[config.mk]
export PLATFORM = sky130hd
export DESIGN_NAME = uart_rx
export DESIGN_NICKNAME = d
export VERILOG_FILES = /design/src/rtl/uart_rx.sv
export SDC_FILE = /design/constraint.sdc
export NUM_CORES = 1
export LEC_CHECK = 0
export ABC_AREA = 1
export BUFFER_PORTS_ARGS = -buffer_cell sky130_fd_sc_hd__buf_2
export CAP_MARGIN = 5
export CORE_ASPECT_RATIO = 1.2
export CORE_MARGIN = 3
export CORE_UTILIZATION = 40
export CTS_CLUSTER_DIAMETER = 100
export CTS_CLUSTER_SIZE = 30
export DETAILED_ROUTE_END_ITERATION = 16
export PLACE_DENSITY = 0.6
export SYNTH_ARGS = -nofsm -noshare
export SYNTH_HDL_FRONTEND = slang
export SYNTH_SLANG_ARGS = --single-unit
[constraint.sdc]
create_clock -name clk -period 4 [get_ports clk]
set_input_delay 0.8 -clock clk [delete_from_list [all_inputs] [get_ports clk]]
set_output_delay 0.8 -clock clk [all_outputs]
set_load 0.05 [all_outputs]
[src/rtl/uart_rx.sv]
// uart_rx: UART receiver with 2-flop input synchronizer, optional parity and
// a valid/ready output handshake that holds one completed frame.
//
// Ports:
//   clk         system clock, rising edge
//   rst         synchronous active-high reset
//   uart_in     asynchronous serial line, idles high
//   data_rx     received data word (LSB first on the line), valid while valid=1
//   valid       data_rx/parity_err/frame_err hold a completed frame
//   ready       consumer accepts the held frame when valid && ready
//   parity_err  parity mismatch on the held frame (always 0 when PARITY_TYPE=0)
//   frame_err   stop bit sampled low on the held frame
//   overrun     one-cycle pulse: a frame completed while valid=1 and ready=0
module uart_rx #(
    parameter int unsigned CLKS_PER_BIT = 50_000_000 / 115_200,
    parameter int unsigned BITS_N       = 8,
    parameter int unsigned PARITY_TYPE  = 0
) (
    input  logic              clk,
    input  logic              rst,
    input  logic              uart_in,
    output logic [BITS_N-1:0] data_rx,
    output logic              valid,
    input  logic              ready,
    output logic              parity_err,
    output logic              frame_err,
    output logic              overrun
);

    localparam int unsigned CNT_W = $clog2(CLKS_PER_BIT);
    localparam int unsigned IDX_W = $clog2(BITS_N) + 1;

    localparam logic [CNT_W-1:0] CNT_LAST = CNT_W'(CLKS_PER_BIT - 1);
    localparam logic [CNT_W-1:0] CNT_HALF = CNT_W'((CLKS_PER_BIT - 1) / 2);
    localparam logic [IDX_W-1:0] IDX_LAST = IDX_W'(BITS_N - 1);

    typedef enum logic [2:0] {
        IDLE,
        START_BIT,
        DATA_BITS,
        PARITY,
        STOP_BIT
    } state_t;

    state_t            state;
    logic [CNT_W-1:0]  count;
    logic [IDX_W-1:0]  bit_idx;
    logic [BITS_N-1:0] shift;
    logic              par_bad;
    logic              sync1;
    logic              sync2;
    logic              line;
    logic              par_exp_c;

    // Two-flop synchronizer; flops reset to the idle (high) line level.
    always_ff @(posedge clk) begin
        if (rst) begin
            sync1 <= 1'b1;
            sync2 <= 1'b1;
        end else begin
            sync1 <= uart_in;
            sync2 <= sync1;
        end
    end

    assign line = sync2;

    // Expected parity bit for the assembled word: odd -> ~^data, even -> ^data.
    always_comb begin
        par_exp_c = ^shift;
        if (PARITY_TYPE == 1) begin
            par_exp_c = ~(^shift);
        end
    end

    // Receive FSM plus output handshake.
    always_ff @(posedge clk) begin
        if (rst) begin
            state      <= IDLE;
            count      <= '0;
            bit_idx    <= '0;
            shift      <= '0;
            par_bad    <= 1'b0;
            data_rx    <= '0;
            valid      <= 1'b0;
            parity_err <= 1'b0;
            frame_err  <= 1'b0;
            overrun    <= 1'b0;
        end else begin
            overrun <= 1'b0;
            // Consumer acceptance; a completing frame below may reload valid.
            if (valid && ready) begin
                valid <= 1'b0;
            end

            case (state)
                IDLE: begin
                    count   <= '0;
                    bit_idx <= '0;
                    par_bad <= 1'b0;
                    if (!line) begin
                        state <= START_BIT;
                    end
                end

                START_BIT: begin
                    // Re-check the line mid start bit to reject short glitches.
                    if (count == CNT_HALF) begin
                        count <= '0;
                        state <= line ? IDLE : DATA_BITS;
                    end else begin
                        count <= count + CNT_W'(1);
                    end
                end

                DATA_BITS: begin
                    if (count == CNT_LAST) begin
                        count <= '0;
                        for (int unsigned i = 0; i < BITS_N; i++) begin
                            if (bit_idx == IDX_W'(i)) begin
                                shift[i] <= line;
                            end
                        end
                        bit_idx <= bit_idx + IDX_W'(1);
                        if (bit_idx == IDX_LAST) begin
                            state <= (PARITY_TYPE != 0) ? PARITY : STOP_BIT;
                        end
                    end else begin
                        count <= count + CNT_W'(1);
                    end
                end

                PARITY: begin
                    if (count == CNT_LAST) begin
                        count   <= '0;
                        par_bad <= (line != par_exp_c);
                        state   <= STOP_BIT;
                    end else begin
                        count <= count + CNT_W'(1);
                    end
                end

                STOP_BIT: begin
                    // Return to IDLE right at the stop sample so a following
                    // start bit is caught without waiting out the stop bit.
                    if (count == CNT_LAST) begin
                        count <= '0;
                        state <= IDLE;
                        if (!valid || ready) begin
                            data_rx    <= shift;
                            parity_err <= par_bad;
                            frame_err  <= !line;
                            valid      <= 1'b1;
                        end else begin
                            overrun <= 1'b1;
                        end
                    end else begin
                        count <= count + CNT_W'(1);
                    end
                end

                default: begin
                    state <= IDLE;
                end
            endcase
        end
    end

endmodule

## Word level (Yosys, flattened, before mapping)

Cells that the tools add are included.

- Flip-flop bits (word level): 39

- $add $sub $neg: 2
- Equality and inequality tests: 20
- Multiplexer cells: 20
- Bitwise operators: 2
- Reduce and logical (&&, ||, !) cells: 24

Operator list:

| operator | count |
|---|---|
| 9-bit case mux with 3 select lines | 1 |
| 3-bit AND reduction | 9 |
| 3-bit 2-to-1 mux | 6 |
| 9-bit 2-to-1 mux | 2 |
| 4-bit by 3-bit equality test with 1-bit output, second input constant | 4 |
| 3-bit case mux with 5 select lines | 1 |
| 2-bit != test, second input constant | 6 |
| 9-bit by 1-bit adder with 9-bit output, second input constant | 1 |
| 9-bit by 8-bit equality test with 1-bit output, second input constant | 1 |
| 9-bit equality test, second input constant | 1 |
| 4-bit by 2-bit equality test with 1-bit output, second input constant | 2 |
| 4-bit case mux with 2 select lines | 1 |
| 8-bit parity | 1 |
| 3-bit by 2-bit equality test with 1-bit output, second input constant | 2 |
| 1-bit 2-to-1 mux | 6 |
| 6-bit AND reduction | 1 |
| 3-bit OR reduction | 2 |
| 4-bit by 1-bit adder with 4-bit output, second input constant | 1 |
| 4-bit by 1-bit equality test with 1-bit output, second input constant | 1 |
| 4-bit zero test | 1 |
| 4-bit 2-to-1 mux | 1 |
| 2-bit AND reduction | 2 |
| 2-bit nonzero test | 2 |
| 3-bit by 1-bit equality test with 1-bit output, second input constant | 1 |
| 10 further kinds | 12 |

## Logic depth before layout (Yosys ltp)

Gate-level depths: netlist (run 1).

- Word-level depth: 5
- Depth in mapped cells: 12
- Depth with buffers taken out: 11

## Worst setup path before layout (run 1)

OpenSTA, ideal clock, no wires.

- Path kind: input-to-reg
- Start: input rst
- End: register data_rx[1]
- Arrival time: 1.543 ns
- Data required time: 3.934 ns
- Path slack: 2.391 ns
- Cell stages on the path: 5
- Path buffers: 2
- Cell sequence: clkbuf_1 inv_1 buf_1 o21ai_1 a21oi_2

RTL lines:

| item | line | text |
|---|---|---|
| start: declaration | 20 | `input logic rst,` |
| end signal: assignment | 150 | `data_rx <= shift;` |
| end: declaration | 22 | `output logic [BITS_N-1:0] data_rx,` |

## Worst setup path in the final report (run 1)

- Start: register count[0]
- End: register parity_err

- Longest elaborated chain between the ends: 2

Ends and longest elaborated chain:

| item | line | text |
|---|---|---|
| start: declaration | 46 | `logic [CNT_W-1:0] count;` |
| start signal: assignment | 112 | `count <= count + CNT_W'(1);` |
| start signal: assignment | 129 | `count <= count + CNT_W'(1);` |
| start signal: assignment | 139 | `count <= count + CNT_W'(1);` |
| 9-bit equality test | 146 | `if (count == CNT_LAST) begin` |
| 3-bit AND reduction (no source line) | - |  |
| end signal: assignment | 151 | `parity_err <= par_bad;` |
| end: declaration | 25 | `output logic parity_err,` |

No other way between the ends.
A chain may end at the register's enable or synchronous reset.

==> results of run 1 <==
[metal layers]
metal | vias up | track usage, % | part of all wire, %
li1 | 998 | - | -
met1 | 800 | 19.0 | 47
met2 | 11 | 27.3 | 49
met3 | 7 | 3.32 | 2.1
met4 | 0 | 6.32 | 1.7
met5 | - | 0 | 0
[cell families (layout without fill, tap and decap cells)]
| logic type | Yosys count | count (layout) | share of synthesized area (%) |
|---|---|---|---|
| DFF | 39 | 39 | 37.3 |
| and+or+nand+nor | 146 | 146 | 31.4 |
| buffers and inverters | 50 | 66 | 9.69 |
| adders and majority gates | 7 | 7 | 4.19 |
| AOI/OAI and AO/OA | 62 | 62 | 17.4 |
[how the worst min path moves through the flow]
stage,from,to,slack [ns],cells past startpoint
2_1_floorplan,sync1,line,0.39,1
3_3_place_gp,sync1,line,0.39,1
3_5_place_dp,sync1,line,0.40,1
4_1_cts,sync1,line,0.42,1
5_1_grt,sync1,line,0.44,1
6_report,sync1,line,0.42,1
[power by group through the flow]
| stage | Combinational (mW) | Sequential (mW) | Clock, mW |
|---|---|---|---|
| global route | 0.184 | 0.427 | 0.285 |
| global placement | 0.152 | 0.434 | 0 |
| floorplan | 0.123 | 0.428 | 0 |
| finish | 0.153 | 0.424 | 0.263 |
| CTS | 0.154 | 0.424 | 0.269 |
| detailed placement | 0.154 | 0.433 | 0 |
[critical path, stage by stage (launching register included)]
cell,delay (ns)
dfxtp_1,0.44
ha_1,0.18
nand2_1,0.07
nor2_2,0.15
nand2_4,0.10
inv_2,0.08
nand2_4,0.06
nor2_4,0.45
inv_1,0.09
nor2_1,0.11
nor2_1,0.05
[final cells by class]
cell class | count | area, µm²
flip-flops and latches | 39 | 781
clock inverters | 2 | 12.5
repair buffers | 15 | 75.1
clock buffers | 6 | 72.6
multi-input cells | 215 | 1110
inverters | 43 | 161
well taps | 60 | 75.1
fillers | 528 | 2730
[Yosys cell counts, types with 3 or more instances]
master | n | area (µm²)
nand2_1 | 79 | 297
o21ai_1 | 7 | 35.0
dfxtp_1 | 39 | 781
ha_1 | 7 | 87.6
inv_2 | 5 | 18.8
inv_1 | 38 | 143
nand2_2 | 3 | 18.8
nor2_4 | 3 | 33.8
nand2_4 | 3 | 33.8
nor2_1 | 25 | 93.8
nand4_1 | 3 | 18.8
o21ai_2 | 3 | 26.3
a21oi_1 | 25 | 125
clkbuf_1 | 4 | 15.0
nor3_1 | 3 | 15.0
o21ai_0 | 13 | 65.1
nand3_1 | 21 | 105
a21oi_2 | 8 | 70.1
[registers in the layout, summed over array words and instances (netlist names)]
register / cells
bit_idx: 4
count: 9
data_rx: 8
frame_err: 1
line: 1
overrun: 1
par_bad: 1
parity_err: 1
shift: 8
state: 3
sync1: 1
valid: 1
==> impl_metrics.tcl, run 1 <==
set metrics [dict create \
    wl_mm 4.20 \
    yosysSeqAreaShare_pct 37.3 \
    ant_nets 0 \
    p_sw_share_pct 31.5 \
    cts_tree "done" \
    area_growth_pct 9.28 \
    layout_commonest_cell "nand2_1" \
    pre_cts_slack_ns 2.00 \
    fin_crit_sh_pct 47.2 \
    grt_max_degree 23 \
    via_count 1816 \
    crit_start "count[0]" \
    setup_viol 0 \
    core.rowCount 28 \
    grt_overflow 0 \
    antenna_found_initial 0 \
    crit_arrival_ns 2.08 \
    vias_per_cell 4.78 \
    chipHeight_um 85.2 \
    worstSetupPathType "register to register" \
    cts-root-buf "clkbuf_8" \
    maxCapViolCount 0 \
    synth_edf_count 0 \
    dpl_cell_area_um2 2200 \
    initial_utilization_pct 41.7 \
    tightest_slew_ns 0.637 \
    p_leak_nw 0.995 \
    skew_ns 0.00729 \
    setup_tns_ns 0 \
    clock_sinks 39 \
    clock_power_share_pct 31.3 \
    timing.hold.ws_ns 0.420 \
    worstSetupEndpoint "parity_err" \
    final_cell_mix "79 x nand2_1, 39 x dfxtp_1, 38 x inv_1" \
    synthesis.area_um2 2090 \
    worstSkewPairLatency_ns 0.29 \
    grt_pass1_wl_mm 7.80 \
    dp_hpwl_mm 3.09 \
    wire_per_inst_um 11.1 \
    fmax_mhz 530 \
    setup_slack_ns 2.11 \
    gp_congestion 0.832 \
    status "completed" \
    grt_usage_pct 15.9 \
    cts_resized 0 \
    maxSlewHeadroom_pct 57.5 \
    finalHoldViolCount 0 \
    stdcell_area_um2 2280 \
    synth_cells 304 \
    dp_cells 372 \
    intPower_mw 0.576 \
    rsz0062_at_grt "no" \
    finalNonFillerCells 380 \
    pwr-share-seq_pct 50.5 \
    cts_buffer_depth 2 \
    postCtsSetupBuffers 0 \
    finalCriticalPeriod_ns 1.89 \
    htreeDepth 2 \
    first_iter_violations 77 \
    hp-class "register to register" \
    diodes 0 \
    slew_violations 0 \
    synth-seq-cells 39 \
    die_w_um 72 \
    timing.rr.start "count[0]" \
    ys_warn_count 0 \
    reg2regPathDepth 10 \
    core_um2 5010 \
    first_global_vias 1799 \
    r2r-end "parity_err" \
    ys_async_sr_fraction_pct 0 \
    worst_setup_path_start_kind "register" \
    worstPathRequired_ns 4.20 \
    io_pins 16 \
    dr.pass1.iters 4 \
    synth_nets 315 \
    dieArea_um2 6130 \
    nets 330 \
    power_switching_mw 0.265 \
    ff2ff_setup_slack_ns 2.11 \
    synth_cell_types 29 \
    cts_buffers 5 \
    cp_max_fo 20 \
    p_per_area_nw_per_um2 368 \
    final_util_pct 45.6 \
    ir_drop_v 0.000230 \
    syn_area_per_cell_um2 6.88 \
    cts_hold_buf 0 \
    synth_ff_type "dfxtp_1" \
    layout-drive-gt1-share_pct 16.3 \
    io_buffers 15 \
    p_comb_share_pct 18.2 \
    clk_pin_slew_ns 0.08 \
    cp-end-kind "register" \
    total_power_mw 0.841 \
    drc_errors 0 \
]
Note: power is estimated with default switching activity, not from simulation.
==> run 2, diff against run 1 <==
PLACE_DENSITY = 0.62   (was 0.6)
clock period = 1.71 ns   (was 4 ns; I/O delays follow)
==> run 2 against run 1 <==
  * Largest cell class unchanged
  * Worst hold slack got worse by 0.18 ns
  * Die area did not move
  * Routed wire length is 5.5% higher
  * Largest power group unchanged
==> impl_metrics.tcl, run 2 (synthesis results as in run 1) <==
set metrics [dict create \
    p_per_area_nw_per_um2 828 \
    setup_viol 0 \
    cts_tree "done" \
    clk_pin_slew_ns 0.08 \
    slew_violations 0 \
    final_cell_mix "79 x nand2_1, 37 x inv_1, 37 x dfxtp_1" \
    regMostFlops "count" \
    chipHeight_um 85.2 \
    cp_max_fo 6 \
    initial_utilization_pct 41.7 \
    core_um2 5010 \
    grt_max_degree 23 \
    core.rowCount 28 \
    path_cells "inv_2, ha_1, nand2_1, nor2_4, nand2_4, inv_2, nand2_4, nor2_4, clkbuf_16, o21ai_1, a21oi_2" \
    worst_setup_path_start_kind "register" \
    maxSlewHeadroom_pct 70.2 \
    area_growth_pct 15.7 \
    via_count 1913 \
    p_sw_share_pct 31.3 \
    fmax_mhz 625 \
    clock_power_share_pct 30.4 \
    skew_ns 0.00312 \
    cp_slowest_stage_delay_ns 0.33 \
    final_util_pct 48.3 \
    io_buffers 15 \
    p_leak_nw 1.06 \
    p_comb_share_pct 19.9 \
    crit_arrival_ns 1.83 \
    layout-drive-gt1-share_pct 20.0 \
    largest_reg_flops 9 \
    tightest_slew_ns 0.447 \
    intPower_mw 1.38 \
    power_switching_mw 0.627 \
    largestRegisters "count x9, data_rx x8, shift x8" \
    antenna_found_initial 0 \
    cts_buffers 5 \
    rsz0062_at_grt "no" \
    vias_per_cell 4.91 \
    gp_congestion 0.834 \
    first_global_vias 1855 \
    fin_crit_sh_pct 93.5 \
    nets 340 \
    cts_buffer_depth 2 \
    diodes 0 \
    first_iter_violations 70 \
    cp-end-kind "register" \
    finalCriticalPeriod_ns 1.60 \
    grt_usage_pct 15.5 \
    grt_pass1_wl_mm 7.60 \
    finalHoldViolCount 0 \
    ant_nets 0 \
    die_w_um 72 \
    worstSetupPathType "register to register" \
    multi_input_area_um2 1110 \
    dieArea_um2 6130 \
    status "completed" \
    cts-root-buf "clkbuf_8" \
    ir_drop_v 0.000485 \
    dr.pass1.iters 4 \
    pwr-share-seq_pct 49.7 \
    grt_overflow 0 \
    setup_tns_ns 0 \
    ff_latch_area_um2 786 \
    crit_buf_inv 3 \
    slowest_stage "dfxtp_2" \
    pre_cts_slack_ns 0.117 \
    setup_slack_ns 0.111 \
    worstPathRequired_ns 1.94 \
    layout_commonest_cell "nand2_1" \
    wl_mm 4.44 \
    hp-class "input pin to register" \
    drc_errors 0 \
    worstSkewPairLatency_ns 0.29 \
    nFillCells 521 \
    wire_per_inst_um 11.4 \
    dp_hpwl_mm 3.29 \
    clock_sinks 39 \
    io_pins 16 \
    cp_top_family "simple AND/OR/NAND/NOR gates" \
    htreeDepth 2 \
    maxCapViolCount 0 \
]
run 2: changes by cell type in the layout (fill, tap and decap cells not counted), sizes merged:
cell,delta
buf,+8
clkbuf,+2
run 2: stage by stage:
step	total power, mW	hold WS, ns	area [µm²]	instances
floorplan	1.29	0.389	2090	304
global placement	1.41	0.392	2260	379
detailed placement	1.41	0.399	2260	379
CTS	2.03	0.228	2350	387
global route	2.13	0.241	2420	390
finish	2.00	0.236	2420	390
run 2: per-layer routing:
metal  global-route usage, %  wire length, µm  part of all wire [%]  vias up
met1                    17.0             1980                    45      864
met4                    5.81               65                   1.5        0
met5                       0                0                     0        -
met2                    28.4             2280                    51       21
li1                        -                -                     -     1021
met3                    3.67              114                   2.6        7
run 2: layout make-up:
class	instances	area share [%]
sequential	39	32.5
clock buffer	6	3.00
inverter	43	6.67
clock inverter	2	0.517
tap	60	3.10
timing repair buffer	25	8.17
multi-input combinational	215	46.1
run 2: timing repair:
action / in CTS / in global routing
hold buffers: 0 / 0
setup endpoints to repair: 0 / 22
buffers inserted: 0 / 1
resized for setup: 0 / 6
run 2: final timing paths:
| check | slack [ns] | cells past startpoint | end | from |
|---|---|---|---|---|
| max | 0.11 | 11 | data_rx[6] | count[1] |
| min | 0.24 | 2 | sync1 | uart_in |
| max reg2reg | 0.11 | 11 | data_rx[6] | count[1] |
| min reg2reg | 0.41 | 1 | line | sync1 |
run 2: power by group through the flow:
stage | clock network (mW) | registers [mW] | logic (mW)
after floorplan | 0 | 1.00 | 0.288
after global placement | 0 | 1.01 | 0.397
after detailed placement | 0 | 1.01 | 0.398
after CTS | 0.640 | 0.990 | 0.400
after global routing | 0.665 | 1.00 | 0.463
final | 0.610 | 0.995 | 0.398
run 2: worst register-to-register path, delay by kind of cell (launching register included):
| family | cells | cell delay (ns) |
|---|---|---|
| buffers and inverters | 3 | 0.31 |
| and+or+nand+nor | 5 | 0.57 |
| adders and majority gates | 1 | 0.13 |
| AOI/OAI and AO/OA | 2 | 0.18 |
| DFF | 1 | 0.33 |
